<file path="src/rtl/memwr_rmw.sv">
// -----------------------------------------------------------------------------
// memwr_rmw -- store unit with read-modify-write for sub-word stores
//
// Accepts one store request at a time. Word stores go straight to a single
// full-word write. Half and byte stores first read the containing word, merge
// the new lane(s) into it, and write the merged word back. A misaligned or
// reserved-type request finishes with an error pulse and no memory access.
//
// Optional feature (macro MEMWR_BYPASS_EN): a last-word register holds the
// most recently written word. A half/byte store that hits that word is merged
// onto the register contents without a memory read (1-cycle latency).
// The default build (macro undefined) has no such register.
//
// Ports
//   clk        in   1     sole clock, rising edge
//   reset      in   1     asynchronous, active-high reset
//   req_valid  in   1     store request present
//   req_ready  out  1     block can accept a request (IDLE and not in reset)
//   req_addr   in   AW    byte address of the store
//   req_data   in   32    register value; lane data taken from its low bits
//   req_type   in   2     00 word, 01 half, 10 byte, 11 reserved
//   done       out  1     one-cycle completion pulse
//   err        out  1     error flag, valid only with done
//   mem_addr   out  AW-2  word address to data memory
//   mem_rd     out  1     read strobe; mem_rdata valid the following cycle
//   mem_rdata  in   32    read data from memory
//   mem_we     out  1     full-word write strobe
//   mem_wdata  out  32    merged write word
// -----------------------------------------------------------------------------
module memwr_rmw #(
  parameter int AW = 32
) (
  input  logic          clk,
  input  logic          reset,
  input  logic          req_valid,
  output logic          req_ready,
  input  logic [AW-1:0] req_addr,
  input  logic [31:0]   req_data,
  input  logic [1:0]    req_type,
  output logic          done,
  output logic          err,
  output logic [AW-3:0] mem_addr,
  output logic          mem_rd,
  input  logic [31:0]   mem_rdata,
  output logic          mem_we,
  output logic [31:0]   mem_wdata
);

  // FSM state encoding
  localparam logic [2:0] IDLE  = 3'd0;
  localparam logic [2:0] READ  = 3'd1;
  localparam logic [2:0] WAIT  = 3'd2;
  localparam logic [2:0] WRITE = 3'd3;
  localparam logic [2:0] ERR   = 3'd4;

  // Store type encoding
  localparam logic [1:0] TYPE_WORD = 2'b00;
  localparam logic [1:0] TYPE_HALF = 2'b01;
  localparam logic [1:0] TYPE_BYTE = 2'b10;

  // Merge the low bits of data into base at the lane selected by type/lane.
  // Lane 0 is bits 7:0; a half goes to 15:0 or 31:16 depending on lane[1].
  function automatic logic [31:0] merge_lane(
    input logic [31:0] base,
    input logic [31:0] data,
    input logic [1:0]  typ,
    input logic [1:0]  lane
  );
    logic [31:0] r;
    r = base;
    case (typ)
      TYPE_WORD: r = data;
      TYPE_HALF: begin
        if (lane[1]) begin
          r[31:16] = data[15:0];
        end else begin
          r[15:0] = data[15:0];
        end
      end
      TYPE_BYTE: begin
        case (lane)
          2'd0:    r[7:0]   = data[7:0];
          2'd1:    r[15:8]  = data[7:0];
          2'd2:    r[23:16] = data[7:0];
          2'd3:    r[31:24] = data[7:0];
          default: r = base;
        endcase
      end
      default: r = base;
    endcase
    return r;
  endfunction

  // A request is rejected for the reserved type or a misaligned half/word.
  function automatic logic is_bad_req(
    input logic [1:0] typ,
    input logic [1:0] lane
  );
    logic bad;
    case (typ)
      TYPE_WORD: bad = (lane != 2'b00);
      TYPE_HALF: bad = lane[0];
      TYPE_BYTE: bad = 1'b0;
      default:   bad = 1'b1;
    endcase
    return bad;
  endfunction

  // Registered state and latched request
  logic [2:0]    state_q, state_d;
  logic [AW-1:0] addr_q, addr_d;
  logic [31:0]   data_q, data_d;
  logic [1:0]    type_q, type_d;
  logic [31:0]   buf_q, buf_d;

  // Registered strobes, computed from the next state so each is a clean flop
  logic          mem_rd_q, mem_rd_d;
  logic          mem_we_q, mem_we_d;
  logic          done_q, done_d;
  logic          err_q, err_d;

  logic          hs_s;
  logic          hit_s;
  logic [31:0]   byp_base_s;

  assign req_ready = (state_q == IDLE) && !reset;
  assign hs_s      = req_valid && req_ready;

  assign mem_addr  = addr_q[AW-1:2];
  assign mem_wdata = buf_q;
  assign mem_rd    = mem_rd_q;
  assign mem_we    = mem_we_q;
  assign done      = done_q;
  assign err       = err_q;

`ifdef MEMWR_BYPASS_EN
  // Last-word register: copy of the word most recently written to memory.
  // This block is the only memory writer, so the copy never goes stale.
  logic [AW-3:0] lw_addr_q, lw_addr_d;
  logic [31:0]   lw_data_q, lw_data_d;
  logic          lw_valid_q, lw_valid_d;

  assign hit_s      = lw_valid_q && (lw_addr_q == req_addr[AW-1:2]);
  assign byp_base_s = lw_data_q;

  // Load the last-word register with the word about to be written
  always_comb begin
    lw_addr_d  = lw_addr_q;
    lw_data_d  = lw_data_q;
    lw_valid_d = lw_valid_q;
    if (state_d == WRITE) begin
      lw_addr_d  = addr_d[AW-1:2];
      lw_data_d  = buf_d;
      lw_valid_d = 1'b1;
    end else begin
      lw_valid_d = lw_valid_q;
    end
  end

  // Last-word register flops, cleared by reset
  always_ff @(posedge clk or posedge reset) begin
    if (reset) begin
      lw_addr_q  <= '0;
      lw_data_q  <= 32'h0000_0000;
      lw_valid_q <= 1'b0;
    end else begin
      lw_addr_q  <= lw_addr_d;
      lw_data_q  <= lw_data_d;
      lw_valid_q <= lw_valid_d;
    end
  end
`else
  assign hit_s      = 1'b0;
  assign byp_base_s = 32'h0000_0000;
`endif

  // Next-state, request latch and merge-buffer logic
  always_comb begin
    state_d = state_q;
    addr_d  = addr_q;
    data_d  = data_q;
    type_d  = type_q;
    buf_d   = buf_q;
    case (state_q)
      IDLE: begin
        if (hs_s) begin
          addr_d = req_addr;
          data_d = req_data;
          type_d = req_type;
          if (is_bad_req(req_type, req_addr[1:0])) begin
            state_d = ERR;
          end else if (req_type == TYPE_WORD) begin
            state_d = WRITE;
            buf_d   = req_data;
          end else if (hit_s) begin
            // Bypass: the target word is already held locally
            state_d = WRITE;
            buf_d   = merge_lane(byp_base_s, req_data, req_type, req_addr[1:0]);
          end else begin
            state_d = READ;
          end
        end else begin
          state_d = IDLE;
        end
      end
      READ: begin
        state_d = WAIT;
      end
      WAIT: begin
        // Read data arrives this cycle; fold the new lane into it
        buf_d   = merge_lane(mem_rdata, data_q, type_q, addr_q[1:0]);
        state_d = WRITE;
      end
      WRITE: begin
        state_d = IDLE;
      end
      ERR: begin
        state_d = IDLE;
      end
      default: begin
        state_d = IDLE;
      end
    endcase
  end

  // Output strobes decoded from the state being entered
  always_comb begin
    mem_rd_d = (state_d == READ);
    mem_we_d = (state_d == WRITE);
    done_d   = (state_d == WRITE) || (state_d == ERR);
    err_d    = (state_d == ERR);
  end

  // State, latch and output flops; reset drops any in-flight request
  always_ff @(posedge clk or posedge reset) begin
    if (reset) begin
      state_q  <= IDLE;
      addr_q   <= '0;
      data_q   <= 32'h0000_0000;
      type_q   <= 2'b00;
      buf_q    <= 32'h0000_0000;
      mem_rd_q <= 1'b0;
      mem_we_q <= 1'b0;
      done_q   <= 1'b0;
      err_q    <= 1'b0;
    end else begin
      state_q  <= state_d;
      addr_q   <= addr_d;
      data_q   <= data_d;
      type_q   <= type_d;
      buf_q    <= buf_d;
      mem_rd_q <= mem_rd_d;
      mem_we_q <= mem_we_d;
      done_q   <= done_d;
      err_q    <= err_d;
    end
  end

endmodule

</file>
<file path="config.mk">
export PLATFORM = sky130hd
export DESIGN_NAME = memwr_rmw
export DESIGN_NICKNAME = d
export VERILOG_FILES = /design/src/rtl/memwr_rmw.sv
export SDC_FILE = /design/constraint.sdc
export NUM_CORES = 1
export LEC_CHECK = 0
export ABC_AREA = 1
export BUFFER_PORTS_ARGS = -buffer_cell sky130_fd_sc_hd__buf_2
export CAP_MARGIN = 20
export CELL_PAD_IN_SITES_DETAIL_PLACEMENT = 1
export CELL_PAD_IN_SITES_GLOBAL_PLACEMENT = 1
export CORE_MARGIN = 1.5
export CORE_UTILIZATION = 39
export DETAILED_ROUTE_END_ITERATION = 8
export PLACE_DENSITY = 0.81
export SKIP_LAST_GASP = 1
export SLEW_MARGIN = 0
export SYNTH_ARGS = -nofsm -noshare
export SYNTH_HDL_FRONTEND = slang
export SYNTH_SLANG_ARGS = --single-unit
</file>
<file path="constraint.sdc">
create_clock -name clk -period 8.1 [get_ports clk]
set_input_delay 0.405 -clock clk [delete_from_list [all_inputs] [get_ports clk]]
set_output_delay 0.405 -clock clk [all_outputs]
set_load 0.02 [all_outputs]
</file>
==> results of run 1 <==
where the power goes:
group          switching, uW  internal (uW)
clock network            204            287
logic                    849            393
registers                172            774
metrics by stage:
stage          hold WS [ns]  utilization [%]  cells  total power, uW  setup WS, ns
2_1_floorplan         0.450                -    737             1890          4.93
3_3_place_gp          0.459             44.7   1026             2160          5.26
3_5_place_dp          0.464             44.7   1026             2200          5.19
4_1_cts               0.236             47.1   1042             2700          5.29
5_1_grt               0.245             47.1   1042             2900          4.93
6_report              0.216             47.1   1042             2680          5.29
cell type report:
cell class,instances,area [um2]
fill,1807,7290
sequential,105,2630
multi-input combinational,499,2170
timing repair buffer,170,858
inverter,72,275
clock buffer,11,253
tap,180,225
clock inverter,5,77.6
state kept, by name (all words and copies together), names as in the netlist:
signal	cells
addr_q	32
data_q	32
mem_wdata	32
state_q	3
type_q	2
done	1
err	1
mem_rd	1
mem_we	1
synth_stat cells, drive strengths merged:
library cell and count:
a21oi 35, a31oi 1, buf 49, clkbuf 12, dfrtp 105, inv 72, nand2 283, nand3 37
nand3b 5, nand4 6, nor2 58, nor4 1, o211ai 6, o21a 1, o21ai 65, o31ai 1
layout by cell type, fill, tap and decap left out:
master      synthesis  final
o211ai_1            6      6
o21ai_0            63     63
inv_1              66     65
nand3_1            36     36
o21ai_1             1      1
clkinv_2            0      2
o31ai_1             1      1
inv_4               1      2
clkbuf_8            0      2
clkinvlp_4          0      1
o21a_1              1      1
clkbuf_16           0      9
nand3b_1            5      5
nand2_1           280    280
a21oi_1            35     35
buf_2              14    167
nand3_4             1      1
o21ai_2             1      1
buf_4              33      3
bufinv_16           0      2
nor2_1             54     54
a31oi_1             1      1
nand2_2             3      3
nor4_1              1      1
nand4_1             6      6
dfrtp_1           105    105
nor2_2              2      2
nor2_4              1      1
nor2_8              1      1
inv_2               5      5
layer usage:
layer	track usage [%]	wire length (um)
met1	31.2	7370
met2	37.7	7580
met5	0	0
met4	9.12	377
met3	4.89	1080
critical path, stage by stage (launching register included):
cell	delay [ns]
dfrtp_1	0.42
nor2_2	0.16
nand3_4	0.68
inv_1	0.72
buf_4	0.41
nand2_1	0.13
a21oi_1	0.14
worst max-delay path by stage:
stage / from / to / slack (ns) / cells past startpoint
2_1_floorplan: reset / addr_q[0]$_DFFE_PP0P_ / 4.93 / 1
3_3_place_gp: reset / mem_rd$_DFF_PP0_ / 5.26 / 7
3_5_place_dp: reset / mem_rd$_DFF_PP0_ / 5.19 / 7
4_1_cts: state_q[0]$_DFF_PP0_ / mem_rd$_DFF_PP0_ / 5.29 / 6
5_1_grt: state_q[2]$_DFF_PP0_ / mem_rd$_DFF_PP0_ / 4.93 / 6
6_report: state_q[0]$_DFF_PP0_ / mem_rd$_DFF_PP0_ / 5.29 / 6
cell families after synthesis:
logic type             count (synthesis)
and+or+nand+nor                      390
AOI/OAI and AO/OA                    109
DFF                                  105
buffers and inverters                133
==> impl_metrics.ini, run 1 <==
[status]
status = completed

[timing]
rsz0062_at_grt = false
post-route-min-period_ns = 2.81
skew_ns = 0.0110
period_share_pct = 34.7
slew_headroom_pct = 37.1
drv_slew = 0
finalSetupTns_ns = 0
setup_violations = 0
max_slew.worst_pin.slew_ns = 0.944
max_freq_mhz = 356
hold_viol = 0

[worst_setup_path]
startpoint_type = flip-flop
worst-path-max-fanout = 91
critical_path_arrival_ns = 3.09
critical_path_class = flip-flop to flip-flop
r2r-end = mem_rd$_DFF_PP0_
reg2reg_slack_ns = 5.29
cp.required_ns = 8.38
end_kind = flip-flop
timing.rr.start = state_q[0]$_DFF_PP0_
reg2reg_depth = 6

[synthesis]
yosys_warnings = 0
synthMuxAreaShare_pct = 0
synth_area_leaders = dfrtp_1 (48%), nand2_1 (19%), o21ai_0 (5.8%)
synth_compound_area_share_pct = 10.5
synth_top_family_by_area = simple AND/OR/NAND/NOR gates
synthSimpleGateAreaFrac_pct = 29.3
yosys.area_share.adder_pct = 0
ys_types = 27
synth-xor-area-share_pct = 0
ys_seq_elements = 105
synth-seq-area-share_pct = 48.2
synth_area_per_cell_um2 = 7.40
syn_area_um2 = 5450
synth_top_area_share_pct = 48.2
synth_top_area_cell = dfrtp_1
syn_nets = 838
postSynthCellCount = 737

[floorplanning]
die-area_um2 = 14700
die_h_um = 121
die_w_um = 121
fp-row-count = 43
initial_utilization_pct = 39.6
io_pins = 168
core_area_um2 = 13800

[routing]
antenna_left = 0
num_vias = 5151
wl_per_cell_um = 15.7
drt-initial-drc-count = 237
route.detailed.drc = 0
first_pass_iters = 4
routed_wl_um = 16400
vias_per_cell = 4.94

[placement]
gp_congestion = 0.849
portBuffers = 167
placed_cell_area_um2 = 6150
hpwl_um = 11800

[global_route]
gr-total-overflow = 0
grt.total_usage_pct = 23.5
grt_pass1_wl_um = 26800
antenna_found_initial = 1
grt_pass1_vias = 5247
grt_max_degree = 92

[power]
p_per_area_nw_per_um2 = 413
vdd_drop_max_mv = 0.167
cellLeakagePower_uw = 0.00357

[layout]
area_delta_synth_final_pct = 18.9
final_area_um2 = 6480
diodes = 0
nNetsFinal = 958
layout-drive-gt1-share_pct = 23.4

[clock_tree]
path_clk_slew_ns = 0.07
cts_root_buffer = clkbuf_16
cts_sinks = 105
postCtsHoldBufs = 0
post_cts_buffers = 0
cts_tree = done
htree_levels = 3
clk_path_buf_depth = 2
post_cts_resized = 0
cts_made_buffers = 9
clk_latency_ns = 0.36

[flow_run]
drv_cap = 0

[worst_hold_path]
hp-class = input pin to asynchronous set/reset pin
(Power assumes the default switching activity.)
==> run 2: changes to the inputs <==
--- a/config.mk
+++ b/config.mk
@@ -11,9 +11,9 @@
 export CELL_PAD_IN_SITES_DETAIL_PLACEMENT = 1
 export CELL_PAD_IN_SITES_GLOBAL_PLACEMENT = 1
 export CORE_MARGIN = 1.5
-export CORE_UTILIZATION = 39
+export CORE_UTILIZATION = 33
 export DETAILED_ROUTE_END_ITERATION = 8
-export PLACE_DENSITY = 0.81
+export PLACE_DENSITY = 0.73
 export SKIP_LAST_GASP = 1
 export SLEW_MARGIN = 0
 export SYNTH_ARGS = -nofsm -noshare
==> constraint.sdc (replaced) <==
create_clock -name clk -period 2.3 [get_ports clk]
set_input_delay 0.115 -clock clk [delete_from_list [all_inputs] [get_ports clk]]
set_output_delay 0.115 -clock clk [all_outputs]
set_load 0.02 [all_outputs]
==> run 2 against run 1 <==
  * First-iteration DRC count rose by 21%
  * Fmax rose by 43%
  * Global-route usage fell by 2.4 points
  * Core utilization is 4.0 points lower
  * Total power grew to 3.5 times the previous value
  * Clock power grew to 3.2 times the previous value
  * Non-clock buffer count is 39 higher
  * Via count up 2.2%
  * Sequential cell count unchanged
  * Clock-buffer cell count grew 1
  * Sequential share of layout area is 2.4 points lower
  * Clock skew fell by 0.0060 ns
==> impl_metrics.ini, run 2 (synthesis gave the netlist of run 1 again) <==
[clock_tree]
cts_root_buffer = clkbuf_16
clk_latency_ns = 0.35
clk_path_buf_depth = 2
cts_tree = done
path_clk_slew_ns = 0.07
cts_sinks = 105
post_cts_buffers = 0
post_cts_resized = 0
cts_made_buffers = 9
htree_levels = 3

[layout]
final_cell_mix = nand2_1 (280), buf_2 (167), dfrtp_1 (105)
final_util_pct = 43.0
nNetsFinal = 997
final_common_cell = nand2_1
diodes = 0
area_delta_synth_final_pct = 26.3
layout-drive-gt1-share_pct = 22.9
final_area_um2 = 6880

[routing]
first_pass_iters = 4
vias_per_cell = 4.72
num_vias = 5263
wl_per_cell_um = 15.8
route.detailed.drc = 0
antenna_left = 0
routed_wl_um = 17600
drt-initial-drc-count = 286

[placement]
hpwl_um = 12400
gp_congestion = 0.825
placed_cell_area_um2 = 6260
portBuffers = 167

[global_route]
grt_max_degree = 73
grt_pass1_wl_um = 29200
gr-total-overflow = 0
antenna_found_initial = 1
grt.total_usage_pct = 21.1
grt_pass1_vias = 5647

[floorplanning]
die_h_um = 132
initial_utilization_pct = 34.1
io_pins = 168
die-area_um2 = 17300
core_area_um2 = 16000
fp-row-count = 46
die_w_um = 132

[timing]
finalSetupTns_ns = 0
rsz0062_at_grt = false
max_freq_mhz = 509
period_share_pct = 85.4
max_slew.worst_pin.slew_ns = 0.592
post-route-min-period_ns = 1.96
drv_slew = 0
hold_viol = 0
skew_ns = 0.00506
setup_violations = 0
slew_headroom_pct = 60.5

[worst_setup_path]
critical_path_arrival_ns = 2.18
timing.rr.start = addr_q[1]$_DFFE_PP0P_
cp.required_ns = 2.52
crit_path_start = addr_q[1]$_DFFE_PP0P_
startpoint_type = flip-flop
end_kind = flip-flop
worst-path-max-fanout = 17
critical_path_class = flip-flop to flip-flop

[power]
cellLeakagePower_uw = 0.00372
p_per_area_nw_per_um2 = 1370
vdd_drop_max_mv = 0.495

[flow_run]
drv_cap = 0

[worst_hold_path]
hp-class = input pin to flip-flop
hold_start = req_data[7]

[status]
status = completed
-- run 2: cell types whose count changed in the layout (fill, tap and decap cells not counted) --
cell and change:
dlygate4sd3_1 +33, buf_4 +5, buf_12 +1, bufinv_16 -1
clkbuf_1 +1, inv_4 -1
-- run 2: worst paths after layout --
kind | to | depth (start not counted) | slack (ns)
min in group asynchronous | addr_q[23]$_DFFE_PP0P_ | 3 | 0.34
worst max register to register | mem_wdata[21]$_DFFE_PP0P_ | 6 | 0.34
worst max-delay path | mem_wdata[21]$_DFFE_PP0P_ | 6 | 0.34
worst min-delay path | data_q[7]$_DFFE_PP0P_ | 3 | 0.02
worst min register to register | addr_q[15]$_DFFE_PP0P_ | 2 | 0.48
max in group asynchronous | mem_wdata[18]$_DFFE_PP0P_ | 4 | 1.25
-- run 2: cell type report --
type / instances / area, um2
fillers: 2055 / 9120
flip-flops and latches: 105 / 2630
inverters: 72 / 277
clock inverters: 3 / 40.0
repair buffers: 209 / 1250
multi-input cells: 499 / 2170
clock buffers: 12 / 256
well taps: 216 / 270
-- run 2: metrics by stage --
step           cells  power (uW)  setup WS (ns)  hold WS, ns
6_report        1116        9430          0.336       0.0172
3_3_place_gp    1068        7720          0.486        0.161
3_5_place_dp    1068        7830          0.339        0.167
4_1_cts         1116        9500          0.317      0.00237
5_1_grt         1116       10300          0.116       0.0228
2_1_floorplan    737        6640          0.925        0.225
-- run 2: where the power goes --
group | switching (uW) | internal [uW]
clock network | 680 | 895
logic | 3060 | 1460
registers | 610 | 2730
-- run 2: per-layer routing --
layer  vias to the layer above  track usage (%)  share of wire (%)  wire length [um]
li1                       2594                -                  -                 -
met1                      2485             27.7                 45              7960
met5                         -                0                  0                 0
met2                       167             34.6                 46              8160
met4                         0             6.23                1.3               237
met3                        17             5.21                7.1              1250
-- run 2: critical path, cell delays in order (launching register included) --
cell and delay (ns):
dfrtp_1 0.71, inv_2 0.20, o21ai_0 0.31, o21a_1 0.38, nor2_1 0.07, nor2_1 0.10
a21oi_1 0.05
-- run 2: repair_timing --
item | in CTS | in global routing
endpoints found under the setup margin | 0 | 0
hold endpoints to repair | 47 | 0
hold buffers | 33 | 0
==> run 3: changes to the inputs <==
--- a/config.mk
+++ b/config.mk
@@ -14,6 +14,7 @@
 export CORE_UTILIZATION = 33
 export DETAILED_ROUTE_END_ITERATION = 8
 export PLACE_DENSITY = 0.73
+export REMOVE_ABC_BUFFERS = 1
 export SKIP_LAST_GASP = 1
 export SLEW_MARGIN = 0
 export SYNTH_ARGS = -nofsm -noshare
==> run 3 against run 2 <==
  * Clock power rose by 6%
  * Die area unchanged
  * Sequential power about the same
  * Sequential cell count did not move
  * Largest power group unchanged
  * Global-route usage up 0.34 points
  * Final cell count up 0.27%
  * Fmax is 3.4% higher
  * Routed wire length is 2.0% higher
==> impl_metrics.ini, run 3 (synthesis gave the netlist of run 1 again) <==
[status]
status = completed

[layout]
regArea_um2 = 2630
final_cell_mix = nand2_1 (280), buf_2 (167), dfrtp_1 (105)
nNetsFinal = 999
final_common_cell = nand2_1
multiInputGateArea_um2 = 2170
nFillCells = 2072
area_delta_synth_final_pct = 27.0
diodes = 0
layout-drive-gt1-share_pct = 23.0

[routing]
route.detailed.drc = 0
drt-initial-drc-count = 263
vias_per_cell = 4.72
first_pass_iters = 4
routed_wl_um = 17900
num_vias = 5286
wl_per_cell_um = 16.0
antenna_left = 0

[placement]
hpwl_um = 12700
portBuffers = 167
gp_congestion = 0.834
place_ws_ns = 0.437

[clock_tree]
clk_latency_ns = 0.35
cts_made_buffers = 9
path_clk_slew_ns = 0.07
htree_levels = 3
cts_sinks = 105
cts_tree = done
cts_root_buffer = clkbuf_16
clk_path_buf_depth = 2

[timing]
hold_viol = 0
slew_headroom_pct = 55.1
skew_ns = 0.00705
setup_violations = 0
max_slew.worst_pin.slew_ns = 0.673
period_share_pct = 82.6
finalSetupTns_ns = 0
worst_slack_ns = 0.400
rsz0062_at_grt = false
post-route-min-period_ns = 1.90
max_freq_mhz = 526
drv_slew = 0

[flow_run]
drv_cap = 0

[worst_setup_path]
worst-path-max-fanout = 17
startpoint_type = flip-flop
critical_path_class = flip-flop to flip-flop
r2r-end = mem_wdata[0]$_DFFE_PP0P_
crit_path_start = addr_q[1]$_DFFE_PP0P_
timing.rr.start = addr_q[1]$_DFFE_PP0P_
reg2reg_slack_ns = 0.40
cp.required_ns = 2.54
end_kind = flip-flop
critical_path_arrival_ns = 2.14
reg2reg_depth = 9

[global_route]
grtUsageMet2_pct = 36.3
gr-total-overflow = 0
met1_usage_pct = 27.3
antenna_found_initial = 0
top_usage_layer = met2
grt_max_degree = 59
grt.total_usage_pct = 21.5
met3_usage_pct = 5.75
grt_pass1_wl_um = 29800
grt_pass1_vias = 5725

[power]
p_per_area_nw_per_um2 = 1370
cellLeakagePower_uw = 0.00374
vdd_drop_max_mv = 0.588

[worst_hold_path]
hold-path-endpoint = data_q[2]$_DFFE_PP0P_
hold_start = req_data[2]
hp-class = input pin to flip-flop
holdPathStages = 3

[floorplanning]
io_pins = 168
fp-row-count = 46
die_w_um = 132
die_h_um = 132
die-area_um2 = 17300
core_area_um2 = 16000
initial_utilization_pct = 34.1
## run 3: routing by layer
| metal | part of all wire (%) | wire length [um] |
|---|---|---|
| met1 | 45 | 8160 |
| met4 | 1.0 | 182 |
| met5 | 0 | 0 |
| met3 | 6.3 | 1130 |
| met2 | 47 | 8470 |
## run 3: worst max path at each step
stage / endpoint / slack [ns]
2_1_floorplan: addr_q[0]$_DFFE_PP0P_ / -0.58
3_3_place_gp: mem_wdata[0]$_DFFE_PP0P_ / 0.48
3_5_place_dp: mem_wdata[1]$_DFFE_PP0P_ / 0.44
4_1_cts: mem_wdata[10]$_DFFE_PP0P_ / 0.41
5_1_grt: mem_wdata[1]$_DFFE_PP0P_ / 0.18
6_report: mem_wdata[0]$_DFFE_PP0P_ / 0.40
## run 3: final cells by class
type,count,area share [%]
clock buffer,11,3.36
sequential,105,37.9
timing repair buffer,211,18.4
tap,216,3.90
multi-input combinational,499,31.3
clock inverter,5,1.16
inverter,72,3.97
## run 3: power breakdown
group          switching, uW  leakage (uW)  internal, uW
logic                   3020       0.00231          1470
clock network            723      0.000146           955
registers                622       0.00129          2730
total                   4370       0.00374          5150
## run 3: worst max-delay path, stage by stage (launching register included)
cell and delay [ns]:
dfrtp_1 0.69, nand2_2 0.20, nand2_2 0.14, nand2_1 0.23, inv_1 0.24, nand2_1 0.07, nand3_1 0.07, nand2_1 0.05
nand2_1 0.06, nand2_1 0.05
## run 3: timing repair
action	CTS	global route
setup buffers	0	0
hold endpoints to repair	78	0
gates resized for setup	0	0
hold buffers	33	0
## run 3: stage by stage
stage | hold slack, ns | instances | util [%] | power [uW] | area [um2]
final | 0.00593 | 1119 | 43.3 | 9520 | 6930
after detailed placement | 0.294 | 1070 | 39.3 | 7830 | 6280
after floorplan | 0.225 | 676 | - | 6130 | 5070
after CTS | 0.00182 | 1119 | 43.3 | 9590 | 6930
after global routing | 0.0284 | 1119 | 43.3 | 10300 | 6930
after global placement | 0.297 | 1070 | 39.3 | 7730 | 6280
